File: config.mk
export PLATFORM = sky130hd
export DESIGN_NAME = dmem_responder
export DESIGN_NICKNAME = d
export VERILOG_FILES = /design/src/rtl/dmem_responder.sv
export SDC_FILE = /design/constraint.sdc
export NUM_CORES = 2
export LEC_CHECK = 0
export CAP_MARGIN = 20
export CORE_MARGIN = 8
export CORE_UTILIZATION = 50
export DETAILED_ROUTE_END_ITERATION = 8
export PLACE_DENSITY_LB_ADDON = 0.15
export RECOVER_POWER = 50
export SLEW_MARGIN = 20
export SYNTH_ARGS = -nofsm -noshare
export SYNTH_HDL_FRONTEND = slang
export SYNTH_SLANG_ARGS = --single-unit
File: constraint.sdc
create_clock -name clk -period 18.1 [get_ports clk]
set_clock_uncertainty 0.05 [all_clocks]
set_input_delay 3.62 -clock clk [delete_from_list [all_inputs] [get_ports clk]]
set_output_delay 3.62 -clock clk [all_outputs]
set_load 0.005 [all_outputs]
File: src/rtl/dmem_responder.sv
// Data-memory slave for the RV32I load/store port: one access at a time, WAIT_CYCLES
// wait states, sized stores, sign/zero-extended loads, misalignment/illegal-size flag.
module dmem_responder #(
  parameter int unsigned DATA_W      = 32,
  parameter int unsigned ADDR_W      = 9,
  parameter int unsigned WAIT_CYCLES = 1
) (
  input  logic              clk,
  input  logic              reset,
  input  logic              MemRead,
  input  logic              MemWrite,
  input  logic [2:0]        Funct3,
  input  logic [ADDR_W-1:0] addr,
  input  logic [DATA_W-1:0] wr_data,
  output logic [DATA_W-1:0] rd_data,
  output logic              ready,
  output logic              busy,
  output logic              err
);

  localparam int unsigned WORDS     = 2 ** (ADDR_W - 2);
  localparam logic [3:0]  WAIT_LOAD = (WAIT_CYCLES > 0) ? 4'(WAIT_CYCLES - 1) : 4'd0;

  typedef enum logic [1:0] {S_IDLE, S_WAIT, S_RESP} state_e;

  state_e            state_q, state_d;
  logic [3:0]        cnt_q, cnt_d;
  logic [ADDR_W-1:0] addr_q, addr_d;
  logic [2:0]        f3_q, f3_d;
  logic [DATA_W-1:0] wdata_q, wdata_d;
  logic              wr_q, wr_d;
  logic              err_q, err_d;
  logic [DATA_W-1:0] rd_q, rd_d;
  logic              commit;

  logic [DATA_W-1:0] mem [WORDS];

  logic [ADDR_W-1:0] a_c;
  logic [2:0]        f3_c;
  logic [DATA_W-1:0] wd_c;
  logic              wr_c;
  logic              bad;
  logic [3:0]        be;
  logic [DATA_W-1:0] wlane;
  logic [DATA_W-1:0] word;
  logic [7:0]        lb;
  logic [15:0]       lh;
  logic [DATA_W-1:0] ldval;

  // With zero wait states the access commits on the accept edge, so the live
  // request is used; otherwise the captured copy is.
  always_comb begin
    if (state_q == S_IDLE) begin
      a_c  = addr;
      f3_c = Funct3;
      wd_c = wr_data;
      wr_c = MemWrite;
    end else begin
      a_c  = addr_q;
      f3_c = f3_q;
      wd_c = wdata_q;
      wr_c = wr_q;
    end
  end

  always_comb begin
    bad = !(f3_c inside {3'b000, 3'b001, 3'b010, 3'b100, 3'b101})
          || (f3_c[1:0] == 2'b01 && a_c[0])
          || (f3_c[1:0] == 2'b10 && a_c[1:0] != 2'b00);
    case (f3_c[1:0])
      2'b00:   begin be = 4'b0001 << a_c[1:0];              wlane = {4{wd_c[7:0]}};  end
      2'b01:   begin be = a_c[1] ? 4'b1100 : 4'b0011;       wlane = {2{wd_c[15:0]}}; end
      default: begin be = 4'b1111;                          wlane = wd_c;            end
    endcase
    word = mem[a_c[ADDR_W-1:2]];
    case (a_c[1:0])
      2'b00:   lb = word[7:0];
      2'b01:   lb = word[15:8];
      2'b10:   lb = word[23:16];
      default: lb = word[31:24];
    endcase
    lh = a_c[1] ? word[31:16] : word[15:0];
    case (f3_c[1:0])
      2'b00:   ldval = {{24{lb[7]  & ~f3_c[2]}}, lb};
      2'b01:   ldval = {{16{lh[15] & ~f3_c[2]}}, lh};
      default: ldval = word;
    endcase
  end

  always_comb begin
    state_d = state_q;
    cnt_d   = cnt_q;
    addr_d  = addr_q;
    f3_d    = f3_q;
    wdata_d = wdata_q;
    wr_d    = wr_q;
    commit  = 1'b0;
    case (state_q)
      S_IDLE: begin
        if (MemRead || MemWrite) begin
          addr_d  = addr;
          f3_d    = Funct3;
          wdata_d = wr_data;
          wr_d    = MemWrite;
          if (WAIT_CYCLES > 0) begin
            state_d = S_WAIT;
            cnt_d   = WAIT_LOAD;
          end else begin
            state_d = S_RESP;
            commit  = 1'b1;
          end
        end
      end
      S_WAIT: begin
        if (cnt_q == 4'd0) begin
          state_d = S_RESP;
          commit  = 1'b1;
        end else begin
          cnt_d = cnt_q - 4'd1;
        end
      end
      default: state_d = S_IDLE;
    endcase
    err_d = commit ? bad : err_q;
    rd_d  = (commit && !wr_c && !bad) ? ldval : rd_q;
  end

  always_ff @(posedge clk) begin
    if (!reset) begin
      state_q <= S_IDLE;
      cnt_q   <= '0;
      addr_q  <= '0;
      f3_q    <= '0;
      wdata_q <= '0;
      wr_q    <= 1'b0;
      err_q   <= 1'b0;
      rd_q    <= '0;
    end else begin
      state_q <= state_d;
      cnt_q   <= cnt_d;
      addr_q  <= addr_d;
      f3_q    <= f3_d;
      wdata_q <= wdata_d;
      wr_q    <= wr_d;
      err_q   <= err_d;
      rd_q    <= rd_d;
    end
  end

  // RAM is never cleared; reset only blocks a pending commit.
  always_ff @(posedge clk) begin
    if (reset && commit && wr_c && !bad) begin
      for (int unsigned i = 0; i < 4; i++) begin
        if (be[i]) mem[a_c[ADDR_W-1:2]][8*i +: 8] <= wlane[8*i +: 8];
      end
    end
  end

  assign ready   = (state_q == S_RESP);
  assign busy    = (state_q != S_IDLE);
  assign err     = ready && err_q;
  assign rd_data = rd_q;

endmodule

==> results.py <==
metrics = {
    "synthesis": {
        "syn_inst": 10031,
        "synth_most_common_cell": "edfxtp_1",
        "synth_area_sq_um": 157000,
        "synth_top_area_cell": "edfxtp_1",
        "syn-num-nets": 10080,
        "async_reset_ff_frac": 0,
        "yosys_warnings": 0,
        "synth_commonest_cells": "4096 x edfxtp_1, 1567 x o22ai_1, 713 x nand2_1",
        "ys_ff_latch": 4180,
        "ys.flop_type": "edfxtp_1",
        "ys_seq_area_frac": 0.795,
        "syn_avg_cell_area_sq_um": 15.6,
        "synth_edf_count": 4096,
        "synth_top_area_share": 0.784,
        "ys_top_cells_by_area": "edfxtp_1 78%, o22ai_1 6.3%, nor3_1 2.0%, nand2_1 1.7%, nor2_1 1.2%",
        "ys_types": 82,
    },
    "grt": {
        "grt_pass1_wl_microns": 782000,
        "grt_max_degree": 129,
        "grt_overflow": 0,
        "grt_pass1_vias": 98466,
        "globalRouteTotalUtil": 0.331,
        "antenna_found_initial": 45,
    },
    "timing": {
        "fin_crit_ps": 12810,
        "slew_violations": 4301,
        "relSlewSlack": -2.21,
        "whs_ps": 421,
        "hold_viol_final": 0,
        "finalCritPeriodShare": 0.708,
        "grt_setup_unrepaired": "no",
        "finalSetupViolCount": 0,
        "tns_ps": 0,
        "setup_slack_ps": 5290,
        "timing.fmax_ghz": 0.0781,
        "worst_pin_slew_ps": 4810,
    },
    "place": {
        "pre_cts_slack_ps": 7610,
        "io_buffer_count": 82,
        "gp_congestion": 0.942,
        "dp_hpwl_microns": 342000,
    },
    "routing": {
        "routed-via-count": 103970,
        "drtIter0Drc": 16297,
        "wire_per_inst_microns": 37.8,
        "dr.pass1.iters": 9,
        "wirelength_microns": 566000,
        "avgViaCountPerCell": 6.94,
        "drtAntennaViolNets": 0,
        "drc_errors": 0,
    },
    "cells_and_area": {
        "nets": 10503,
        "post-route-util": 0.576,
        "drive_gt1_frac": 0.132,
        "multi_input_area_sq_um": 30200,
        "nFillCells": 24049,
        "final-seq-area_sq_um": 125000,
        "area_growth_pct": 14.5,
    },
    "critical_path": {
        "rr_startpoint": "state_q[1]$_SDFFE_PN0P_",
        "critPathLaunch": "Funct3[1]",
        "crit_top_cell": "clkbuf_1",
        "crit_required_ps": 18190,
        "cp-end-kind": "flip-flop",
        "cp_slowest_stage_delay_ps": 3060,
        "crit_path_start_kind": "input pin",
        "cp_slowest_cell": "clkbuf_1",
        "cp-endpoint": "mem[54][13]$_DFFE_PP_",
        "worst_r2r_endpoint": "mem[54][13]$_DFFE_PP_",
        "r2r_slack_ps": 6130,
        "crit_fanout": 90,
        "r2r_cells": 11,
        "arrival_ps": 12900,
        "path_cells": "dlygate4sd3_1, mux2i_4, clkbuf_1, nand2_1, clkbuf_1, mux2i_4, clkbuf_1, clkbuf_1",
        "critPathKind": "in -> reg",
    },
    "die": {
        "die_h_microns": 576,
        "die_w_microns": 576,
        "die_area_sq_um": 332000,
        "num_rows": 205,
        "coreArea_sq_um": 312000,
        "pin_count": 83,
        "start_util": 0.503,
    },
    "clock_network": {
        "cts_tree": "yes",
        "htreeDepth": 5,
        "clkSinkCount": 4180,
        "holdBufCountCts": 0,
        "root_buffer": "clkbuf_16",
        "postCtsSetupBuffers": 0,
        "path_clk_slew_ps": 60,
        "clkLatencyLatePin_ps": 990,
        "numCtsBuffers": 423,
        "cts.repair.resized": 0,
        "clockBufferDepth": 4,
    },
    "hold_path": {
        "hp-class": "reg -> reg",
    },
    "outcome": {
        "violations": "capacitance limit, slew limit",
        "status": "finished, violations left",
    },
    "power_and_ir_drop": {
        "ir_drop_mv": 0.117,
        "power.total_mw": 25.8,
        "power.density_nw_per_um2": 143,
        "p_leak_nw": 56.2,
    },
    "job": {
        "cap_violations": 70,
    },
}
power by group:
part / switching, mW / leakage, nW / internal [mW]
Combinational: 4.23 / 11.9 / 0.960
Sequential: 0.0556 / 37.6 / 11.9
Clock: 3.75 / 6.61 / 4.88
stage by stage:
step	cells	cell area [sq um]
finish	14975	180000
floorplan	10031	157000
detailed placement	14164	166000
global route	14956	180000
CTS	14949	180000
global placement	14154	166000
registers in the layout, indices dropped and copies added (netlist names):
| name | cells |
|---|---|
| f3_q | 3 |
| mem | 4096 |
| rd_data | 32 |
| cnt_q | 4 |
| err_q | 1 |
| wr_q | 1 |
| wdata_q | 32 |
| addr_q | 9 |
| state_q | 2 |
how the worst min path moves through the flow:
| stage | startpoint | to | cells after the start |
|---|---|---|---|
| 6_report | wdata_q[7]$_SDFFE_PN0P_ | wdata_q[7]$_SDFFE_PN0P_ | 2 |
| 2_1_floorplan | wdata_q[10]$_SDFFE_PN0P_ | wdata_q[10]$_SDFFE_PN0P_ | 2 |
| 4_1_cts | f3_q[2]$_SDFFE_PN0P_ | f3_q[2]$_SDFFE_PN0P_ | 2 |
| 5_1_grt | wdata_q[19]$_SDFFE_PN0P_ | wdata_q[19]$_SDFFE_PN0P_ | 2 |
| 3_3_place_gp | f3_q[2]$_SDFFE_PN0P_ | f3_q[2]$_SDFFE_PN0P_ | 2 |
| 3_5_place_dp | f3_q[2]$_SDFFE_PN0P_ | f3_q[2]$_SDFFE_PN0P_ | 2 |
cells by family (layout without fill, tap and decap cells):
group | after synthesis | after routing | synth area share
xor gates and xnor gates | 3 | 3 | 0.000168
and+or+nand+nor | 2275 | 2275 | 0.0661
muxes | 126 | 126 | 0.00848
other | 0 | 21 | 0
DFF | 4180 | 4180 | 0.795
buffers and inverters | 792 | 1575 | 0.0203
AOI/OAI and AO/OA | 2654 | 2654 | 0.110
adders and majority gates | 1 | 1 | 0.0000798
cell type report:
| class | count | share of cell area |
|---|---|---|
| Clock inverter | 258 | 0.0132 |
| Timing Repair Buffer | 770 | 0.0332 |
| Tap cell | 4140 | 0.0288 |
| Sequential cell | 4180 | 0.694 |
| Antenna cell | 21 | 0.000293 |
| Multi-Input combinational cell | 5059 | 0.168 |
| Inverter | 20 | 0.000474 |
| Clock buffer | 527 | 0.0620 |
layout by cell type (no fill, tap or decap), types with 99 or more instances in the layout:
master     instances
nand2_1          691
clkbuf_16        430
o21ai_0          117
o221ai_1         106
nor4_1           143
mux2i_1           99
nand3_1          108
o22ai_1         1564
edfxtp_1        4096
clkbuf_1         179
nor3_1           535
a21oi_1          296
buf_4            581
nor2_1           496
a31oi_1          106
critical path, delay by kind of cell:
kind | cells | cell delay (ps)
simple gates | 1 | 690
mux | 2 | 470
buf+inv | 5 | 7800
routing by layer:
layer | track usage | wire (microns) | part of all wire | vias up
li1 | - | - | - | 41581
met2 | 0.487 | 246000 | 0.44 | 7877
met1 | 0.452 | 207000 | 0.37 | 53024
met4 | 0.164 | 34700 | 0.061 | 42
met3 | 0.0954 | 77200 | 0.14 | 1446
met5 | 0 | 586 | 0.0010 | -
(Power assumes the default switching activity.)
